==> src/rtl/fifo_read_serializer.sv <==
// -----------------------------------------------------------------------------
// fifo_read_serializer
//
// Pops PAR_READ words at a time from a wide FIFO read window into a holding
// register, then presents them one per cycle on a valid/ready stream,
// oldest word first. When the last held word is accepted and another window
// is available, the next window is popped in the same edge, so a full FIFO
// drains at one word per cycle with no bubble.
//
// Optional feature: define SER_LAST_EN to add packet framing (a packet
// counter and the out_last port marking every PACKET_LEN-th word).
//
// Ports:
//   clk              in   single clock, rising edge
//   rst              in   synchronous active-high reset
//   fifo_data        in   FIFO read window, element 0 is the oldest word
//   fifo_empty       in   FIFO holds fewer than PAR_READ words
//   fifo_read_enable out  pop strobe, FIFO advances by PAR_READ words
//   out_data         out  serial output word
//   out_valid        out  out_data is valid
//   out_ready        in   consumer accepts when out_valid & out_ready
//   busy             out  holding register has unsent words
//   out_last         out  (SER_LAST_EN only) final word of a packet
// -----------------------------------------------------------------------------
module fifo_read_serializer #(
  parameter int DATA_WIDTH = 8,
  parameter int PAR_READ   = 4,
  parameter int PACKET_LEN = 8
) (
  input  logic                  clk,
  input  logic                  rst,
  input  logic [DATA_WIDTH-1:0] fifo_data [0:PAR_READ-1],
  input  logic                  fifo_empty,
  output logic                  fifo_read_enable,
  output logic [DATA_WIDTH-1:0] out_data,
  output logic                  out_valid,
  input  logic                  out_ready,
  output logic                  busy
`ifdef SER_LAST_EN
  ,
  output logic                  out_last
`endif
);

  // Index counter is at least one bit wide so PAR_READ=1 still elaborates.
  localparam int              IDX_W    = (PAR_READ > 1) ? $clog2(PAR_READ) : 1;
  localparam logic [IDX_W-1:0] IDX_LAST = IDX_W'(PAR_READ - 1);

  typedef enum logic [0:0] {
    ST_IDLE   = 1'b0,
    ST_STREAM = 1'b1
  } state_e;

  state_e                  state_q, state_d;
  logic [IDX_W-1:0]        idx_q, idx_d;
  logic [DATA_WIDTH-1:0]   hold_q [0:PAR_READ-1];

  logic at_last_s;
  logic valid_s;
  logic accept_s;
  logic pop_s;

  // Decode whether the current word is the final one of the held window.
  always_comb begin
    at_last_s = 1'b0;
    if (PAR_READ == 1) begin
      // A single-word window: every acceptance empties the holding register.
      at_last_s = 1'b1;
    end else begin
      at_last_s = (idx_q == IDX_LAST);
    end
  end

  // Handshake and pop qualification; reset masks everything so a reset
  // mid-stream never pops the FIFO and never shows a valid word.
  always_comb begin
    valid_s  = (state_q == ST_STREAM) && !rst;
    accept_s = valid_s && out_ready;
    pop_s    = !rst && !fifo_empty &&
               ((state_q == ST_IDLE) || (accept_s && at_last_s));
  end

  // FSM state register.
  always_ff @(posedge clk) begin
    if (rst) begin
      state_q <= ST_IDLE;
    end else begin
      state_q <= state_d;
    end
  end

  // FSM next-state logic.
  always_comb begin
    state_d = state_q;
    case (state_q)
      ST_IDLE: begin
        if (pop_s) begin
          state_d = ST_STREAM;
        end else begin
          state_d = ST_IDLE;
        end
      end
      ST_STREAM: begin
        if (accept_s && at_last_s) begin
          // Reload in the same edge when another window is ready.
          state_d = pop_s ? ST_STREAM : ST_IDLE;
        end else begin
          state_d = ST_STREAM;
        end
      end
      default: begin
        state_d = ST_IDLE;
      end
    endcase
  end

  // FSM outputs; out_data is forced to zero only while reset is held.
  always_comb begin
    fifo_read_enable = pop_s;
    out_valid        = valid_s;
    busy             = valid_s;
    if (rst) begin
      out_data = '0;
    end else begin
      out_data = hold_q[idx_q];
    end
  end

  // Next index: restart on a pop, step on each accepted non-final word.
  always_comb begin
    idx_d = idx_q;
    if (pop_s) begin
      idx_d = '0;
    end else if (accept_s && !at_last_s) begin
      idx_d = idx_q + IDX_W'(1);
    end else begin
      idx_d = idx_q;
    end
  end

  // Holding register and index; a pop captures the whole read window.
  always_ff @(posedge clk) begin
    if (rst) begin
      idx_q <= '0;
      for (int i = 0; i < PAR_READ; i++) begin
        hold_q[i] <= '0;
      end
    end else begin
      idx_q <= idx_d;
      if (pop_s) begin
        for (int i = 0; i < PAR_READ; i++) begin
          hold_q[i] <= fifo_data[i];
        end
      end
    end
  end

`ifdef SER_LAST_EN
  localparam int              CNT_W    = (PACKET_LEN > 1) ? $clog2(PACKET_LEN) : 1;
  localparam logic [CNT_W-1:0] CNT_LAST = CNT_W'(PACKET_LEN - 1);

  logic [CNT_W-1:0] cnt_q, cnt_d;

  // Packet counter steps on every accepted word and wraps at the packet end.
  always_comb begin
    cnt_d = cnt_q;
    if (accept_s) begin
      if (cnt_q == CNT_LAST) begin
        cnt_d = '0;
      end else begin
        cnt_d = cnt_q + CNT_W'(1);
      end
    end else begin
      cnt_d = cnt_q;
    end
  end

  // Packet counter register.
  always_ff @(posedge clk) begin
    if (rst) begin
      cnt_q <= '0;
    end else begin
      cnt_q <= cnt_d;
    end
  end

  // Last-word marker follows the valid word currently on the output.
  always_comb begin
    out_last = valid_s && (cnt_q == CNT_LAST);
  end
`else
  // Framing is compiled out; PACKET_LEN is kept only for a uniform interface.
  logic unused_packet_len_s;
  assign unused_packet_len_s = (PACKET_LEN > 0);
`endif

endmodule

==> config.mk <==
export PLATFORM = sky130hd
export DESIGN_NAME = fifo_read_serializer
export DESIGN_NICKNAME = d
export VERILOG_FILES = /design/src/rtl/fifo_read_serializer.sv
export SDC_FILE = /design/constraint.sdc
export NUM_CORES = 1
export LEC_CHECK = 0
export CAP_MARGIN = 20
export CELL_PAD_IN_SITES_DETAIL_PLACEMENT = 1
export CELL_PAD_IN_SITES_GLOBAL_PLACEMENT = 1
export CORE_MARGIN = 2
export CORE_UTILIZATION = 41
export CTS_CLUSTER_SIZE = 10
export DETAILED_ROUTE_END_ITERATION = 8
export PLACE_DENSITY_LB_ADDON = 0.12
export SETUP_SLACK_MARGIN = 0.02
export SKIP_LAST_GASP = 1
export SLEW_MARGIN = 20
export SYNTH_ARGS = -nofsm -noshare
export SYNTH_HDL_FRONTEND = slang
export SYNTH_SLANG_ARGS = --single-unit
export TNS_END_PERCENT = 50
==> constraint.sdc <==
create_clock -name clk -period 3.8 [get_ports clk]
set_clock_uncertainty 0.1 [all_clocks]
set_input_delay 0.38 -clock clk [delete_from_list [all_inputs] [get_ports clk]]
set_output_delay 0.38 -clock clk [all_outputs]
set_load 0.02 [all_outputs]
==> impl_metrics.prom, run 1 <==
# TYPE chip_impl_metric gauge
chip_impl_metric{name="die_width",unit="microns"} 67.4
chip_impl_metric{name="syn_avg_cell_area",unit="sq um"} 15.7
chip_impl_metric{name="drt_first_iter_violations",unit=""} 33
chip_impl_info{name="status",value="completed"} 1
chip_impl_metric{name="synth_edf_count",unit=""} 32
chip_impl_metric{name="peakVddDrop",unit="V"} 0.000222
chip_impl_info{name="slowest_stage",value="dfxtp_1"} 1
chip_impl_info{name="worst_setup_path_end_kind",value="output port"} 1
chip_impl_info{name="clockRootBuffer",value="clkbuf_8"} 1
chip_impl_metric{name="cts_resized",unit=""} 0
chip_impl_metric{name="first_global_vias",unit=""} 1028
chip_impl_metric{name="fmax",unit="GHz"} 0.368
chip_impl_metric{name="numPortBuffers",unit=""} 46
chip_impl_metric{name="vias_per_cell",unit=""} 4.80
chip_impl_metric{name="regArea",unit="sq um"} 1060
chip_impl_metric{name="fin_nets",unit=""} 190
chip_impl_metric{name="slew_headroom",unit="%"} 51.0
chip_impl_metric{name="postSynth.asyncResetShare",unit="%"} 0
chip_impl_metric{name="synth.ff_latch_count",unit=""} 37
chip_impl_metric{name="gp_routability_congestion",unit=""} 0.650
chip_impl_metric{name="postPlaceCellArea",unit="sq um"} 2130
chip_impl_metric{name="top_level_ports",unit=""} 47
chip_impl_metric{name="power_density",unit="nW/um^2"} 415
chip_impl_metric{name="coreArea",unit="sq um"} 3940
chip_impl_metric{name="number_of_antenna_violations_at_the_first_check_in_global_routing",unit=""} 0
chip_impl_metric{name="clock_latency_reported_for_the_late_side_of_the_worst_skew_pair",unit="ns"} 0.28
chip_impl_metric{name="wire_length_of_the_first_global_routing_pass",unit="microns"} 4820
chip_impl_metric{name="pre_repair_dr_iteration_count",unit=""} 4
chip_impl_metric{name="grt_remaining_overflow",unit=""} 0
chip_impl_metric{name="grt_max_degree",unit=""} 37
chip_impl_metric{name="static-leakage-power",unit="nW"} 0.819
chip_impl_info{name="tritoncts_clock_tree",value="done"} 1
chip_impl_metric{name="fin_crit_sh",unit="%"} 71.5
chip_impl_metric{name="cpPeakStageDelay",unit="ns"} 0.69
chip_impl_metric{name="finalHoldViolCount",unit=""} 0
chip_impl_metric{name="vias",unit=""} 979
chip_impl_info{name="layout_commonest_cell",value="clkdlybuf4s50_1"} 1
chip_impl_info{name="synth-main-ff-cell",value="edfxtp_1"} 1
chip_impl_info{name="setup.worst_path.start_class",value="register"} 1
chip_impl_info{name="criticalPathCategory",value="reg -> out"} 1
chip_impl_metric{name="die_area",unit="sq um"} 4540
chip_impl_info{name="rsz_0062_raised_after_global_routing",value="no"} 1
chip_impl_metric{name="post_cts_hold_fix_bufs",unit=""} 0
chip_impl_metric{name="post_route_cells_drive_above_1_share",unit="%"} 13.0
chip_impl_metric{name="yosysWarnings",unit=""} 0
chip_impl_metric{name="sequential_fraction_of_the_synthesis_area",unit="%"} 64.4
chip_impl_info{name="crit_family",value="flip-flops"} 1
chip_impl_metric{name="final.fill_count",unit=""} 376
chip_impl_metric{name="antenna-diode-count",unit=""} 0
chip_impl_metric{name="critical_path_arrival",unit="ns"} 2.24
chip_impl_metric{name="clock_tree.buffer_depth",unit=""} 2
chip_impl_info{name="layout.cells.most_common_list",value="46 x clkdlybuf4s50_1, 32 x and2_1, 32 x edfxtp_1"} 1
chip_impl_info{name="timing.critical_path.cells",value="mux4_2 > nor2b_1 > clkdlybuf4s50_1"} 1
chip_impl_metric{name="fin_area",unit="sq um"} 2250
chip_impl_metric{name="estimated_wirelength_of_the_detail_placed_design",unit="microns"} 2120
chip_impl_metric{name="synth.net_count",unit=""} 142
chip_impl_metric{name="vertical_extent_of_the_die",unit="microns"} 67.4
chip_impl_metric{name="cp_data_required_time",unit="ns"} 3.32
chip_impl_metric{name="number_of_max_cap_violations",unit=""} 0
chip_impl_metric{name="area.growth.synth_to_final",unit="%"} 36.5
chip_impl_metric{name="syn-instance-count",unit=""} 105
chip_impl_metric{name="worst-path-max-fanout",unit=""} 8
chip_impl_metric{name="mappedNetlistArea",unit="sq um"} 1650
chip_impl_metric{name="rows",unit=""} 23
chip_impl_metric{name="number_of_endpoints_failing_setup_at_the_final_stage",unit=""} 0
chip_impl_metric{name="ys_types",unit=""} 19
chip_impl_metric{name="drc",unit=""} 0
chip_impl_metric{name="layout_min_cycle_time",unit="ns"} 2.72
chip_impl_metric{name="multi_input_gate_area_in_the_final_layout",unit="sq um"} 532
chip_impl_metric{name="cts.repair_timing.setup_buffer_count",unit=""} 0
chip_impl_metric{name="final-max-slew-violation-count",unit=""} 0
chip_impl_metric{name="detail-route-antenna-nets",unit=""} 0
chip_impl_metric{name="numCtsBuffers",unit=""} 5
chip_impl_metric{name="clkSinkCount",unit=""} 37
chip_impl_metric{name="tightest_slew",unit="ns"} 0.735
chip_impl_metric{name="final.setup.tns",unit="ns"} 0
chip_impl_metric{name="grt_util_all_layers",unit="%"} 15.0
chip_impl_metric{name="crit_buf_inv",unit=""} 1
chip_impl_metric{name="floorplan.initialDensity",unit="%"} 41.8
chip_impl_metric{name="final.hold.worst_slack",unit="ns"} 0.442
chip_impl_metric{name="post_drt_wl_per_cell",unit="microns"} 14.8
chip_impl_metric{name="h_tree_depth",unit=""} 2
chip_impl_metric{name="clk_pin_slew",unit="ns"} 0.07
chip_impl_info{name="hold_path_class",value="reg -> reg"} 1
chip_impl_metric{name="postRouteWirelength",unit="microns"} 3010
-- kinds of logic after synthesis --
group	synth area share [%]
buf+inv	3.27
xor+xnor	0.532
flops	64.4
mux	11.6
simple gates	17.9
fa+ha+maj	0.760
compound gates	1.52
-- power by group --
part	total (mW)	internal (mW)	switching, mW	leakage [nW]
Clock	0.342	0.214	0.128	0.0585
Sequential	0.481	0.470	0.0107	0.379
Combinational	0.111	0.0694	0.0413	0.382
Total	0.933	0.753	0.180	0.819
-- area by class of cell --
| class | instances | area share, % |
|---|---|---|
| sequential | 37 | 47.2 |
| clock inverter | 1 | 1.34 |
| clock buffer | 7 | 3.84 |
| multi-input combinational | 61 | 23.7 |
| timing repair buffer | 48 | 21.2 |
| tap | 50 | 2.78 |
-- synth_stat cells (2+ instances only) --
cell	instances	share of area, %
and2_1	32	12
edfxtp_1	32	58
nor2b_1	9	3.4
mux4_2	8	11
dfxtp_1	5	6.1
buf_6	3	2.1
nor3_1	3	0.91
clkbuf_1	2	0.46
-- per-stage QoR --
stage,utilization [%],power [mW],setup slack [ns],cells
after global routing,57.0,0.969,0.934,204
final,57.0,0.933,1.08,204
after floorplan,-,0.542,1.84,105
after detailed placement,54.0,0.603,1.10,196
after global placement,54.0,0.598,1.17,196
after CTS,57.0,0.946,1.00,204
-- worst paths after layout --
check / from / endpoint / slack (ns) / cells past startpoint
hold / removal: state_q$_SDFF_PP0_ / state_q$_SDFF_PP0_ / 0.44 / 2
setup / recovery: register / out_data[7] / 1.08 / 3
setup reg to reg: idx_q[0]$_SDFFE_PP0P_ / hold_q[0][6]$_SDFFCE_PN0P_ / 1.44 / 5
hold reg to reg: state_q$_SDFF_PP0_ / state_q$_SDFF_PP0_ / 0.44 / 2
-- worst min-delay path: cells and delay by family, from the launching register on --
kind	cells	cell delay (ns)
AO/OA/AOI/OAI	1	0.06
AND/OR/NAND/NOR	1	0.08
flip-flops	1	0.36
-- layer usage --
layer | GRT usage [%] | up-vias | part of all wire, %
met4 | 5.36 | 0 | 0.80
met1 | 17.4 | 478 | 39
li1 | - | 468 | -
met5 | 0 | - | 0
met2 | 25.9 | 29 | 53
met3 | 5.17 | 4 | 6.6
-- registers in the layout, indices dropped and copies added, names as in the netlist, named ones only --
register,cells
hold_q,32
state_q,1
idx_q,2
Power figures use the tool's default switching activity.
==> run 2: changes to the inputs <==
--- a/config.mk
+++ b/config.mk
@@ -9,7 +9,7 @@
 export CELL_PAD_IN_SITES_DETAIL_PLACEMENT = 1
 export CELL_PAD_IN_SITES_GLOBAL_PLACEMENT = 1
 export CORE_MARGIN = 2
-export CORE_UTILIZATION = 41
+export CORE_UTILIZATION = 34
 export CTS_CLUSTER_SIZE = 10
 export DETAILED_ROUTE_END_ITERATION = 8
 export PLACE_DENSITY_LB_ADDON = 0.12
==> constraint.sdc (replaced) <==
create_clock -name clk -period 2.4 [get_ports clk]
set_clock_uncertainty 0.1 [all_clocks]
set_input_delay 0.24 -clock clk [delete_from_list [all_inputs] [get_ports clk]]
set_output_delay 0.24 -clock clk [all_outputs]
set_load 0.02 [all_outputs]
==> impl_metrics.prom, run 2 (synthesis gave the netlist of run 1 again) <==
# TYPE chip_impl_metric gauge
chip_impl_info{name="reg.largest.list",value="hold_q x32, idx_q x2, state_q x1"} 1
chip_impl_metric{name="vertical_extent_of_the_die",unit="microns"} 73.6
chip_impl_metric{name="finalWorstSetupSlack",unit="ns"} 0.0942
chip_impl_metric{name="clkSinkCount",unit=""} 37
chip_impl_info{name="status",value="completed"} 1
chip_impl_info{name="setup.worst_path.start_class",value="register"} 1
chip_impl_metric{name="clk_pin_slew",unit="ns"} 0.07
chip_impl_info{name="hold_path.startpoint",value="state_q$_SDFF_PP0_"} 1
chip_impl_metric{name="vias",unit=""} 1018
chip_impl_metric{name="die_area",unit="sq um"} 5420
chip_impl_metric{name="totalPowerFinal",unit="mW"} 1.49
chip_impl_metric{name="final.setup.tns",unit="ns"} 0
chip_impl_metric{name="wire_length_of_the_first_global_routing_pass",unit="microns"} 5110
chip_impl_metric{name="layout_min_cycle_time",unit="ns"} 2.31
chip_impl_info{name="hold_path_class",value="reg -> reg"} 1
chip_impl_metric{name="tightest_slew",unit="ns"} 0.441
chip_impl_info{name="crit-reg2reg-launch",value="idx_q[0]$_SDFFE_PP0P_"} 1
chip_impl_info{name="timing.critical_path.cells",value="buf_4 > mux4_2 > nor2b_1 > clkdlybuf4s50_1"} 1
chip_impl_metric{name="worst_r2r_path_depth",unit=""} 6
chip_impl_metric{name="largest_register_ffs",unit=""} 32
chip_impl_metric{name="finalHoldViolCount",unit=""} 0
chip_impl_metric{name="drt_first_iter_violations",unit=""} 64
chip_impl_metric{name="floorplan.initialDensity",unit="%"} 35.1
chip_impl_metric{name="numPortBuffers",unit=""} 46
chip_impl_metric{name="grt_util_all_layers",unit="%"} 12.8
chip_impl_metric{name="area.growth.synth_to_final",unit="%"} 39.9
chip_impl_metric{name="vias_per_cell",unit=""} 4.76
chip_impl_metric{name="die_width",unit="microns"} 73.6
chip_impl_metric{name="first_global_vias",unit=""} 1098
chip_impl_metric{name="coreArea",unit="sq um"} 4690
chip_impl_metric{name="rows",unit=""} 25
chip_impl_info{name="layout.cells.most_common_list",value="42 x clkdlybuf4s50_1, 32 x and2_1, 32 x edfxtp_1"} 1
chip_impl_metric{name="clock_latency_reported_for_the_late_side_of_the_worst_skew_pair",unit="ns"} 0.29
chip_impl_metric{name="cp_data_required_time",unit="ns"} 2.06
chip_impl_metric{name="fmax",unit="GHz"} 0.434
chip_impl_metric{name="grt_max_degree",unit=""} 36
chip_impl_info{name="clockRootBuffer",value="clkbuf_8"} 1
chip_impl_metric{name="grt_remaining_overflow",unit=""} 0
chip_impl_metric{name="hold_path_depth",unit=""} 2
chip_impl_metric{name="worst-path-max-fanout",unit=""} 4
chip_impl_metric{name="final-max-slew-violation-count",unit=""} 0
chip_impl_metric{name="placement.setup.worst_slack",unit="ns"} 0.209
chip_impl_metric{name="critical_path_arrival",unit="ns"} 1.97
chip_impl_metric{name="pre_repair_dr_iteration_count",unit=""} 4
chip_impl_metric{name="fin_nets",unit=""} 196
chip_impl_metric{name="number_of_endpoints_failing_setup_at_the_final_stage",unit=""} 0
chip_impl_info{name="slowest_stage",value="clkdlybuf4s50_1"} 1
chip_impl_metric{name="h_tree_depth",unit=""} 2
chip_impl_metric{name="peakVddDrop",unit="V"} 0.000301
chip_impl_metric{name="fin_crit_sh",unit="%"} 96.1
chip_impl_metric{name="post_drt_wl_per_cell",unit="microns"} 14.8
chip_impl_metric{name="final.fill_count",unit=""} 472
chip_impl_metric{name="detail-route-antenna-nets",unit=""} 0
chip_impl_metric{name="post_route_cells_drive_above_1_share",unit="%"} 16.3
chip_impl_metric{name="drc",unit=""} 0
chip_impl_metric{name="cpPeakStageDelay",unit="ns"} 0.53
chip_impl_metric{name="postRouteWirelength",unit="microns"} 3180
chip_impl_metric{name="numCtsBuffers",unit=""} 5
chip_impl_metric{name="clock_tree.buffer_depth",unit=""} 2
chip_impl_metric{name="number_of_max_cap_violations",unit=""} 0
chip_impl_info{name="worst_setup_path_end_kind",value="output port"} 1
chip_impl_info{name="layout_commonest_cell",value="clkdlybuf4s50_1"} 1
chip_impl_metric{name="number_of_antenna_violations_at_the_first_check_in_global_routing",unit=""} 0
chip_impl_info{name="rsz_0062_raised_after_global_routing",value="yes"} 1
chip_impl_info{name="max_flop_register",value="hold_q"} 1
chip_impl_metric{name="static-leakage-power",unit="nW"} 0.900
chip_impl_metric{name="gp_routability_congestion",unit=""} 0.631
chip_impl_metric{name="finish.utilization",unit="%"} 49.1
chip_impl_metric{name="estimated_wirelength_of_the_detail_placed_design",unit="microns"} 2350
chip_impl_info{name="criticalPathCategory",value="reg -> out"} 1
chip_impl_metric{name="slew_headroom",unit="%"} 70.5
chip_impl_metric{name="top_level_ports",unit=""} 47
chip_impl_info{name="tritoncts_clock_tree",value="done"} 1
chip_impl_metric{name="antenna-diode-count",unit=""} 0
chip_impl_metric{name="power_density",unit="nW/um^2"} 647
chip_impl_metric{name="cts.repair_timing.setup_buffer_count",unit=""} 0
[run 2: timing repair]
action / 4_1_cts / 5_1_grt
gates resized for setup: 1 / 3
endpoints found under the setup margin: 2 / 6
hold buffers: 0 / 0
[run 2: per-stage QoR]
| step | cells | hold slack (ns) | area, sq um |
|---|---|---|---|
| floorplan | 105 | 0.232 | 1650 |
| global placement | 206 | 0.401 | 2180 |
| detailed placement | 206 | 0.446 | 2180 |
| CTS | 214 | 0.456 | 2300 |
| global route | 214 | 0.469 | 2300 |
| finish | 214 | 0.447 | 2300 |
[run 2: routing by layer]
layer	GRT usage (%)	wire, microns	share of wire [%]
met1	14.9	1230	39
met2	22.5	1700	54
met3	4.25	208	6.5
met4	3.64	40	1.3
met5	0	0	0
[run 2: worst max-delay path: cells and delay by family (launching register included)]
family                 cells  cell delay (ns)
buffers and inverters      2             0.69
muxes                      1             0.50
DFF                        1             0.35
and+or+nand+nor            1             0.15
[run 2: final timing paths]
check | to | slack [ns]
setup / recovery | out_data[1] | 0.09
hold / removal | state_q$_SDFF_PP0_ | 0.45
setup reg to reg | hold_q[1][3]$_SDFFCE_PN0P_ | 0.52
hold reg to reg | state_q$_SDFF_PP0_ | 0.45
[run 2: area by class of cell]
type	instances	area (sq um)	area share [%]
sequential	37	1060	46.1
multi-input combinational	61	532	23.1
timing repair buffer	54	527	22.9
clock buffer	7	86.3	3.75
tap	54	67.6	2.93
clock inverter	1	30.0	1.30
[run 2: power by group]
part	internal, mW	leakage [nW]	switching, mW	total [mW]
combinational	0.116	0.463	0.0723	0.188
clock	0.339	0.0585	0.207	0.546
sequential	0.743	0.379	0.0124	0.756
